File: config.mk
export PLATFORM = sky130hd
export DESIGN_NAME = skynet_mac_accum
export DESIGN_NICKNAME = d
export VERILOG_FILES = /design/src/rtl/skynet_mac_pkg.sv /design/src/rtl/skynet_requant.sv /design/src/rtl/skynet_mac_accum.sv
export SDC_FILE = /design/constraint.sdc
export NUM_CORES = 1
export LEC_CHECK = 0
export ABC_AREA = 1
export ABC_CLOCK_PERIOD_IN_PS = 13300
export BUFFER_PORTS_ARGS = -buffer_cell sky130_fd_sc_hd__buf_2
export CAP_MARGIN = 0
export CORE_AREA = 8 8 177 179
export CTS_CLUSTER_DIAMETER = 120
export DETAILED_ROUTE_END_ITERATION = 7
export DIE_AREA = 0 0 185 187
export GPL_ROUTABILITY_DRIVEN = 0
export SLEW_MARGIN = 25
export SYNTH_ARGS = -nofsm -noshare
export SYNTH_HDL_FRONTEND = slang
export SYNTH_SLANG_ARGS = --single-unit
File: constraint.sdc
create_clock -name ap_clk -period 13.3 [get_ports ap_clk]
set_input_delay 0.665 -clock ap_clk [delete_from_list [all_inputs] [get_ports ap_clk]]
set_output_delay 0.665 -clock ap_clk [all_outputs]
set_load 0.005 [all_outputs]
File: src/rtl/skynet_mac_pkg.sv
// Shared constants, types and FSM states for the SkyNet MAC accumulator slice.
// Used by skynet_mac_accum and skynet_requant.
package skynet_mac_pkg;

    localparam int PROD_W = 20;
    localparam int BIAS_W = 20;
    localparam int ACC_W  = 32;
    localparam int OUT_W  = 11;
    localparam int CNT_W  = 16;

    typedef logic signed [ACC_W-1:0] acc_t;
    typedef logic signed [OUT_W-1:0] out_t;

    typedef enum logic {
        ACCUM,
        HOLD
    } state_t;

endpackage

File: src/rtl/skynet_requant.sv
// Combinational requantizer: round-half-up right shift, then saturate to OUT_W bits.
// Optional ReLU clamp of negative results when SKYNET_MAC_RELU_EN is defined.
module skynet_requant
    import skynet_mac_pkg::*;
#(
    parameter int ACC_W = skynet_mac_pkg::ACC_W,
    parameter int OUT_W = skynet_mac_pkg::OUT_W
) (
    input  logic signed [ACC_W-1:0] sum,
    input  logic        [4:0]       shift,
    output logic signed [OUT_W-1:0] res,
    output logic                    sat
);

    localparam logic signed [ACC_W:0] MAXV = (ACC_W+1)'(2**(OUT_W-1) - 1);
    localparam logic signed [ACC_W:0] MINV = (ACC_W+1)'(-(2**(OUT_W-1)));

    logic signed [ACC_W:0] ext;
    logic signed [ACC_W:0] half;
    logic signed [ACC_W:0] r;

    // One extra bit keeps the rounding add from wrapping near the top of the range.
    always_comb begin
        ext  = {sum[ACC_W-1], sum};
        half = '0;
        r    = ext;
        if (shift != 5'd0) begin
            half = (ACC_W+1)'(1) << (shift - 5'd1);
            r    = (ext + half) >>> shift;
        end
`ifdef SKYNET_MAC_RELU_EN
        if (r < 0) begin
            r = '0;
        end
`endif
        sat = 1'b0;
        res = r[OUT_W-1:0];
        if (r > MAXV) begin
            res = MAXV[OUT_W-1:0];
            sat = 1'b1;
        end else if (r < MINV) begin
            res = MINV[OUT_W-1:0];
            sat = 1'b1;
        end
    end

endmodule

File: src/rtl/skynet_mac_accum.sv
// Group accumulator for the SkyNet conv datapath: bias + sum of products, requantized,
// saturated and held in a single output register. Optional ReLU via SKYNET_MAC_RELU_EN.
module skynet_mac_accum
    import skynet_mac_pkg::*;
#(
    parameter int PROD_W = skynet_mac_pkg::PROD_W,
    parameter int BIAS_W = skynet_mac_pkg::BIAS_W,
    parameter int ACC_W  = skynet_mac_pkg::ACC_W,
    parameter int OUT_W  = skynet_mac_pkg::OUT_W,
    parameter int CNT_W  = skynet_mac_pkg::CNT_W
) (
    input  logic                     ap_clk,
    input  logic                     ap_rst_n,
    input  logic                     prod_valid,
    output logic                     prod_ready,
    input  logic signed [PROD_W-1:0] prod_data,
    input  logic                     prod_last,
    input  logic signed [BIAS_W-1:0] cfg_bias,
    input  logic        [4:0]        cfg_shift,
    output logic                     out_valid,
    input  logic                     out_ready,
    output logic signed [OUT_W-1:0]  out_data,
    output logic        [CNT_W-1:0]  grp_cnt,
    output logic                     sat_sticky
);

    state_t state;
    state_t state_nxt;

    logic signed [ACC_W-1:0] acc;
    logic signed [ACC_W-1:0] base;
    logic signed [ACC_W-1:0] sum;
    logic                    first;
    logic        [4:0]       shift_q;
    logic        [4:0]       shift_use;
    logic signed [OUT_W-1:0] q_res;
    logic                    q_sat;
    logic                    accept;
    logic                    xfer;

    assign out_valid  = (state == HOLD);
    assign prod_ready = ~out_valid | out_ready;
    assign accept     = prod_valid & prod_ready;
    assign xfer       = out_valid & out_ready;

    // The first beat of a group uses the live bias/shift rather than the stored ones.
    assign shift_use = first ? cfg_shift : shift_q;
    assign base      = first ? ACC_W'(cfg_bias) : acc;
    assign sum       = base + ACC_W'(prod_data);

    skynet_requant #(
        .ACC_W (ACC_W),
        .OUT_W (OUT_W)
    ) u_requant (
        .sum   (sum),
        .shift (shift_use),
        .res   (q_res),
        .sat   (q_sat)
    );

    always_ff @(posedge ap_clk or negedge ap_rst_n) begin
        if (!ap_rst_n) begin
            state <= ACCUM;
        end else begin
            state <= state_nxt;
        end
    end

    // A new last beat accepted while draining the old result keeps HOLD without a bubble.
    always_comb begin
        state_nxt = state;
        case (state)
            ACCUM: if (accept && prod_last) state_nxt = HOLD;
            HOLD: begin
                if (accept && prod_last) begin
                    state_nxt = HOLD;
                end else if (xfer) begin
                    state_nxt = ACCUM;
                end
            end
            default: state_nxt = ACCUM;
        endcase
    end

    always_ff @(posedge ap_clk or negedge ap_rst_n) begin
        if (!ap_rst_n) begin
            acc        <= '0;
            first      <= 1'b1;
            shift_q    <= '0;
            out_data   <= '0;
            grp_cnt    <= '0;
            sat_sticky <= 1'b0;
        end else if (accept) begin
            if (first) begin
                shift_q <= cfg_shift;
            end
            if (prod_last) begin
                acc      <= '0;
                first    <= 1'b1;
                out_data <= q_res;
                grp_cnt  <= grp_cnt + CNT_W'(1);
                if (q_sat) begin
                    sat_sticky <= 1'b1;
                end
            end else begin
                acc   <= sum;
                first <= 1'b0;
            end
        end
    end

endmodule

======== Word level (Yosys, flattened, before mapping) ========
Index checks and enable logic that the tools add are counted.
storage, ports and cells
  register bits after elaboration ......... 67
  output and inout bits ................... 30
  word-level logic and storage cells ...... 36
  bits of input ports ..................... 50
operators by class
  magnitude comparators ................... 2
  reduce and logical (&&, ||, !) cells .... 4
  shifts and indexed selects .............. 2
  add/sub/neg operators ................... 4
  muxes and demuxes ....................... 13
  bitwise operators ....................... 4
operators by type and width
  operator                                                                count
  32-bit 2-to-1 mux                                                       2
  32-bit by 33-bit adder with 33-bit output                               1
  33-bit by 11-bit > comparator with 1-bit output, second input constant  1
  33-bit by 11-bit < comparator with 1-bit output, second input constant  1
  33-bit 2-to-1 mux                                                       1
  1-bit by 5-bit left shift with 33-bit output, first input constant      1
  33-bit by 5-bit >>> shifter with 33-bit output                          1
  32-bit by 20-bit adder with 32-bit output                               1
  11-bit 2-to-1 mux                                                       2
  16-bit by 1-bit adder with 16-bit output, second input constant         1
  1-bit 2-to-1 mux                                                        6
  5-bit 2-to-1 mux                                                        1
  5-bit nonzero test                                                      1
  5-bit by 1-bit subtractor with 5-bit output, second input constant      1
  3-bit AND reduction                                                     1
  1-bit bitwise AND                                                       2
  1-bit case mux with 2 select lines                                      1
  2-bit AND reduction                                                     1
  1-bit logical AND                                                       1
  1-bit NOT                                                               1
  1-bit OR                                                                1

======== Depth between registers and ports, before layout ========
  depth after elaboration ................. 10
  depth in mapped cells ................... 46
  gate-level depth less buffers ........... 43

======== By module ========
A second synthesis with hierarchy kept.
unflattened totals
  cells, all modules ...................... 2082
  area, all modules ....................... 11183.2 um2
modules (own cells, without submodules)
  module            seq. area each (um2)  instances  cells an instance  area an instance (um2)
  skynet_requant    0.0                   1          1187               5646.7
  skynet_mac_accum  1677.9                1          895                5536.6

======== Worst setup path before layout ========
OpenSTA, ideal clock, no wires.
  path kind ............................... input-to-reg
  from .................................... in cfg_shift[1]
  to ...................................... reg sat_sticky
  stages on the path ...................... 40
  buffers on the path ..................... 3
  data required time ...................... 13.183 ns
  slack ................................... 8.215 ns
  arrival ................................. 4.968 ns
  cell sequence ........................... or2_1 o21ai_2 inv_2 nor2_2 inv_2 nor2_2 a21oi_1 clkbuf_1 clkbuf_1 nor2_1 inv_1 nand3_1 inv_1 ha_1 fa_1 nand3_1 nand3_1 nand2_1 [... 4 more ...] nand3_1 nand2_2 inv_4 nand2_4 nand2_1 nand2_1 nand2_1 nand2_1 nand3_1 nor2_1 nand2_1 nor2_1 nand3_1 nand2_1 buf_4 nand2_1 nand2_1 nand2_1
on the way
  cells in the longest elaborated chain, start to end .. 10
  elaborated cells between the ends (all ways) .. 12
  classes of those cells .................. 2 x add/sub; 2 x order compare; 2 x shift; 4 x mux; 2 x reduce/logical
ends and longest elaborated chain
  item                                             line                     source
  from (decl)                                      skynet_mac_accum.sv:19   input logic [4:0] cfg_shift,
  5-bit 2-to-1 mux (*)                             --
  5-bit by 1-bit subtractor with 5-bit output      skynet_requant.sv:28     half = (ACC_W+1)'(1) << (shift - 5'd1);
  1-bit by 5-bit left shift with 33-bit output     skynet_requant.sv:28
  32-bit by 33-bit adder with 33-bit output        skynet_requant.sv:29     r = (ext + half) >>> shift;
  33-bit by 5-bit >>> shifter with 33-bit output   skynet_requant.sv:29
  33-bit 2-to-1 mux (*)                            skynet_requant.sv:27     if (shift != 5'd0) begin
  33-bit by 11-bit < comparator with 1-bit output  skynet_requant.sv:41     end else if (r < MINV) begin
  1-bit 2-to-1 mux                                 skynet_requant.sv:41
  1-bit 2-to-1 mux (*)                             skynet_requant.sv:38     if (r > MAXV) begin
  3-bit AND reduction (no source line) (*)         --
  to (signal assigned)                             skynet_mac_accum.sv:92   sat_sticky <= 1'b0;
  to (signal assigned)                             skynet_mac_accum.sv:103  sat_sticky <= 1'b1;
  to (decl)                                        skynet_mac_accum.sv:24   output logic sat_sticky
Every way passes the cells marked *; elsewhere a longest branch is shown, timed or not.
A chain may end at the register's enable or synchronous reset.

======== Worst setup path in the final report ========
  from .................................... reg first
  to ...................................... reg out_data[4]
on the way
  cells in the longest elaborated chain, start to end .. 9
  elaborated cells between the ends (all ways) .. 13
  classes of those cells .................. 3 x add/sub; 2 x order compare; 2 x shift; 5 x mux; 1 x reduce/logical
ends and longest elaborated chain
  item                                                                               line                     source
  from (decl)                                                                        skynet_mac_accum.sv:33   logic first;
  from (signal assigned)                                                             skynet_mac_accum.sv:88   first <= 1'b1;
  from (signal assigned)                                                             skynet_mac_accum.sv:99   first <= 1'b1;
  from (signal assigned)                                                             skynet_mac_accum.sv:107  first <= 1'b0;
  branches (longest 5 deep; another with 32-bit by 33-bit adder with 33-bit output)  --
  33-bit 2-to-1 mux (*)                                                              skynet_requant.sv:27
  33-bit by 11-bit < comparator with 1-bit output                                    skynet_requant.sv:41
  11-bit 2-to-1 mux                                                                  skynet_requant.sv:41
  11-bit 2-to-1 mux (*)                                                              skynet_requant.sv:38
  to (signal assigned)                                                               skynet_mac_accum.sv:100  out_data <= q_res;
  to (decl)                                                                          skynet_mac_accum.sv:22   output logic signed [OUT_W-1:0] out_data,
Mark *: on every way between the ends.

==> flow_summary.ini <==
[cells_and_area]
ant_diodes = 0
design_area_um2 = 10870
area_of_combinational_cells_with_multiple_inputs_um2 = 6959
nFillCells = 3224
drive_above_1_share_pct = 7.495
final-seq-area_um2 = 1678
fin_nets = 1939
area_growth_syn_to_layout_pct = 10.76

[sta]
fin_skew_ps = 11.94
slew-limit-headroom_pct = 34.83
layout_worst_path_cycle_share_pct = 52.54
finalMaxSlewViolations = 0
final.min_clock_period_ps = 6988
setup_viol = 0
tns_ps = 0
timing_worst_slew_pin_value_ps = 974.0
max_freq_ghz = 0.1431
hold_viol = 0
rsz_0062_raised_after_global_routing = no

[yosys]
seq_area_frac_synth_pct = 17.10
synth_adder_area_share_pct = 8.569
synth.avg_cell_area_um2 = 5.519
ys.flop_type = sky130_fd_sc_hd__dfrtp_1
synth-seq-cells = 67
synth.cell_area_um2 = 9812
synth_mux_area_share_pct = 0
yosys.cell_count.top_type = sky130_fd_sc_hd__nand2_1
synth_top_family_by_area = simple AND/OR/NAND/NOR gates
number_of_flops_mapped_to_enable_cells_by_yosys = 0
yosys-top-cells-count = 642 x sky130_fd_sc_hd__nand2_1, 246 x sky130_fd_sc_hd__inv_1, 219 x sky130_fd_sc_hd__nand3_1
postSynth.asyncResetShare_pct = 100.0
netlist.top_cell.by_area = sky130_fd_sc_hd__nand2_1
synth_top_cells_by_area = sky130_fd_sc_hd__nand2_1 25%, sky130_fd_sc_hd__dfrtp_1 17%, sky130_fd_sc_hd__nand3_1 11%
synth-compound-area-share_pct = 12.70
ys_types = 47
synth_xor_xnor_area_share_pct = 4.195
synth_warn = 0
synth_top_cell_area_share_pct = 24.56
synth_fp_nets = 1894
synth_simple_gate_area_share_pct = 45.19
synthesized_instance_count = 1778

[power_and_ir_drop]
p_total_w = 0.001771
power.density_nw_per_um2 = 163.0
vdd_ir_drop_max_uv = 59.29
p_leak_nw = 6.100

[flow_run]
timing.max_cap.violations = 0

[critical_path]
worst_r2r_endpoint = out_data[4]$_DFFE_PN0P_
worst-path-buf-inv = 7
worst_path_dominant_cell_family = simple AND/OR/NAND/NOR gates
reg2reg_depth = 40
reg2reg_setup_slack_ps = 6310
crit_path_start_kind = register
crit_fanout = 42
worst-endpoint-arrival_ps = 7270
critical_path.max_stage_delay_ps = 750
critical_path.reg2reg.startpoint = first$_DFFE_PN1P_
critPathMostFrequentCell = sky130_fd_sc_hd__nand2_1
worst-endpoint-required_ps = 13590
crit_type = register to register
endpoint_kind = register
worst_path_max_delay_cell = sky130_fd_sc_hd__dfstp_2

[floorplan]
starting_density_of_the_core_pct = 34.56
design.portCount = 80
die_x_um = 185
area_of_the_core_um2 = 28390
die_y_um = 187
count_of_standard_cell_rows = 62
design.die.area_um2 = 34600

[placed_design]
detailedPlacementHpwl_um = 28640
post_dp_cell_area_um2 = 10550
numPortBuffers = 79

[global_route]
grt_util_all_layers_pct = 20.47
antenna_found_initial = 0
grt_max_degree = 68
first_global_vias = 10940
global_route_wire_length_before_repair_um = 57100
gr-total-overflow = 0

[worst_hold_path]
worst_hold_launch = grp_cnt[15]$_DFFE_PN0P_
hold_end = grp_cnt[15]$_DFFE_PN0P_
min-delay-path-class = register to register
timing.hold.worst_path_depth = 1

[clocking]
root_buffer = sky130_fd_sc_hd__clkbuf_16
postCtsSetupRepairBufs = 0
clock_pin_transition_on_the_worst_setup_and_hold_timing_paths_ps = 60
postCtsHoldBufs = 0
cts_tree = done
post_cts_resized = 0
numCtsBuffers = 9
cts_sinks = 67
cts_htree_levels = 3
cts_buffer_depth = 2
clk_latency_worst_skew_pair_ps = 340

[drt]
vias = 11580
number_of_vias_per_cell_after_detailed_routing = 5.236
route.antenna.remaining_nets = 0
wl_per_cell_um = 16.08
dr.first_iter.drc_count = 1349
firstDrtPassIters = 6
drc = 0
finalWirelength_um = 35560

[status]
status = finished, final reports clean
[cells by family after synthesis]
family,count (synthesis)
adders and majority gates,66
buffers and inverters,311
DFF,67
xor gates and xnor gates,47
AOI/OAI and AO/OA,223
and+or+nand+nor,1064
[layout by cell type (no fill, tap or decap), drive strengths merged, types with 10 or more instances in the layout]
cell type / n
a21oi: 65
buf: 89
clkbuf: 10
dfrtp: 66
ha: 64
inv: 256
nand2: 648
nand3: 220
nand4: 16
nor2: 149
o211ai: 12
o21ai: 107
o22ai: 15
xnor2: 19
xor2: 28
[power by group]
part           internal [W]  switching (W)  total (W)
registers          0.000257      0.0000306   0.000288
logic              0.000377       0.000845    0.00122
clock network      0.000165      0.0000965   0.000261
[metrics by stage]
step	std cells	util (%)	hold slack (ps)	setup slack (ps)
6_report	2212	38.28	475.7	6312
5_1_grt	2212	38.28	490.2	5685
4_1_cts	2212	38.28	476.1	6421
3_5_place_dp	2196	37.16	460.6	6444
3_3_place_gp	2196	37.14	451.4	6226
2_1_floorplan	1778	-	369.4	8215
[registers in the layout (all words and copies together), names as in the netlist]
| register | cells |
|---|---|
| acc | 32 |
| first | 1 |
| grp_cnt | 16 |
| out_data | 11 |
| out_valid | 1 |
| sat_sticky | 1 |
| shift_q | 5 |
[worst max path at each step]
stage                       from  slack [ps]                 endpoint  cells after the start
6_report       first$_DFFE_PN1P_        6310  out_data[4]$_DFFE_PN0P_                     40
5_1_grt        first$_DFFE_PN1P_        5680  out_data[4]$_DFFE_PN0P_                     40
4_1_cts        first$_DFFE_PN1P_        6420  out_data[4]$_DFFE_PN0P_                     40
3_5_place_dp   first$_DFFE_PN1P_        6440  out_data[4]$_DFFE_PN0P_                     40
3_3_place_gp        cfg_shift[1]        6230  out_data[4]$_DFFE_PN0P_                     41
2_1_floorplan       cfg_shift[1]        8210   sat_sticky$_DFFE_PN0P_                     40
[area by class of cell]
class,instances,share of cell area (%)
multi-input combinational,1400,64.03
sequential,67,15.44
inverter,256,8.865
tap,384,4.421
timing repair buffer,89,4.329
clock buffer,10,2.107
clock inverter,6,0.8059
[per-layer routing]
metal	up-vias	track usage (%)	share of wire (%)
met4	0	8.467	4.0
li1	5776	-	-
met5	-	0	0
met3	86	2.312	7.7
met2	482	31.96	43
met1	5239	28.09	45
No activity file was read; power rests on OpenSTA's default activity.
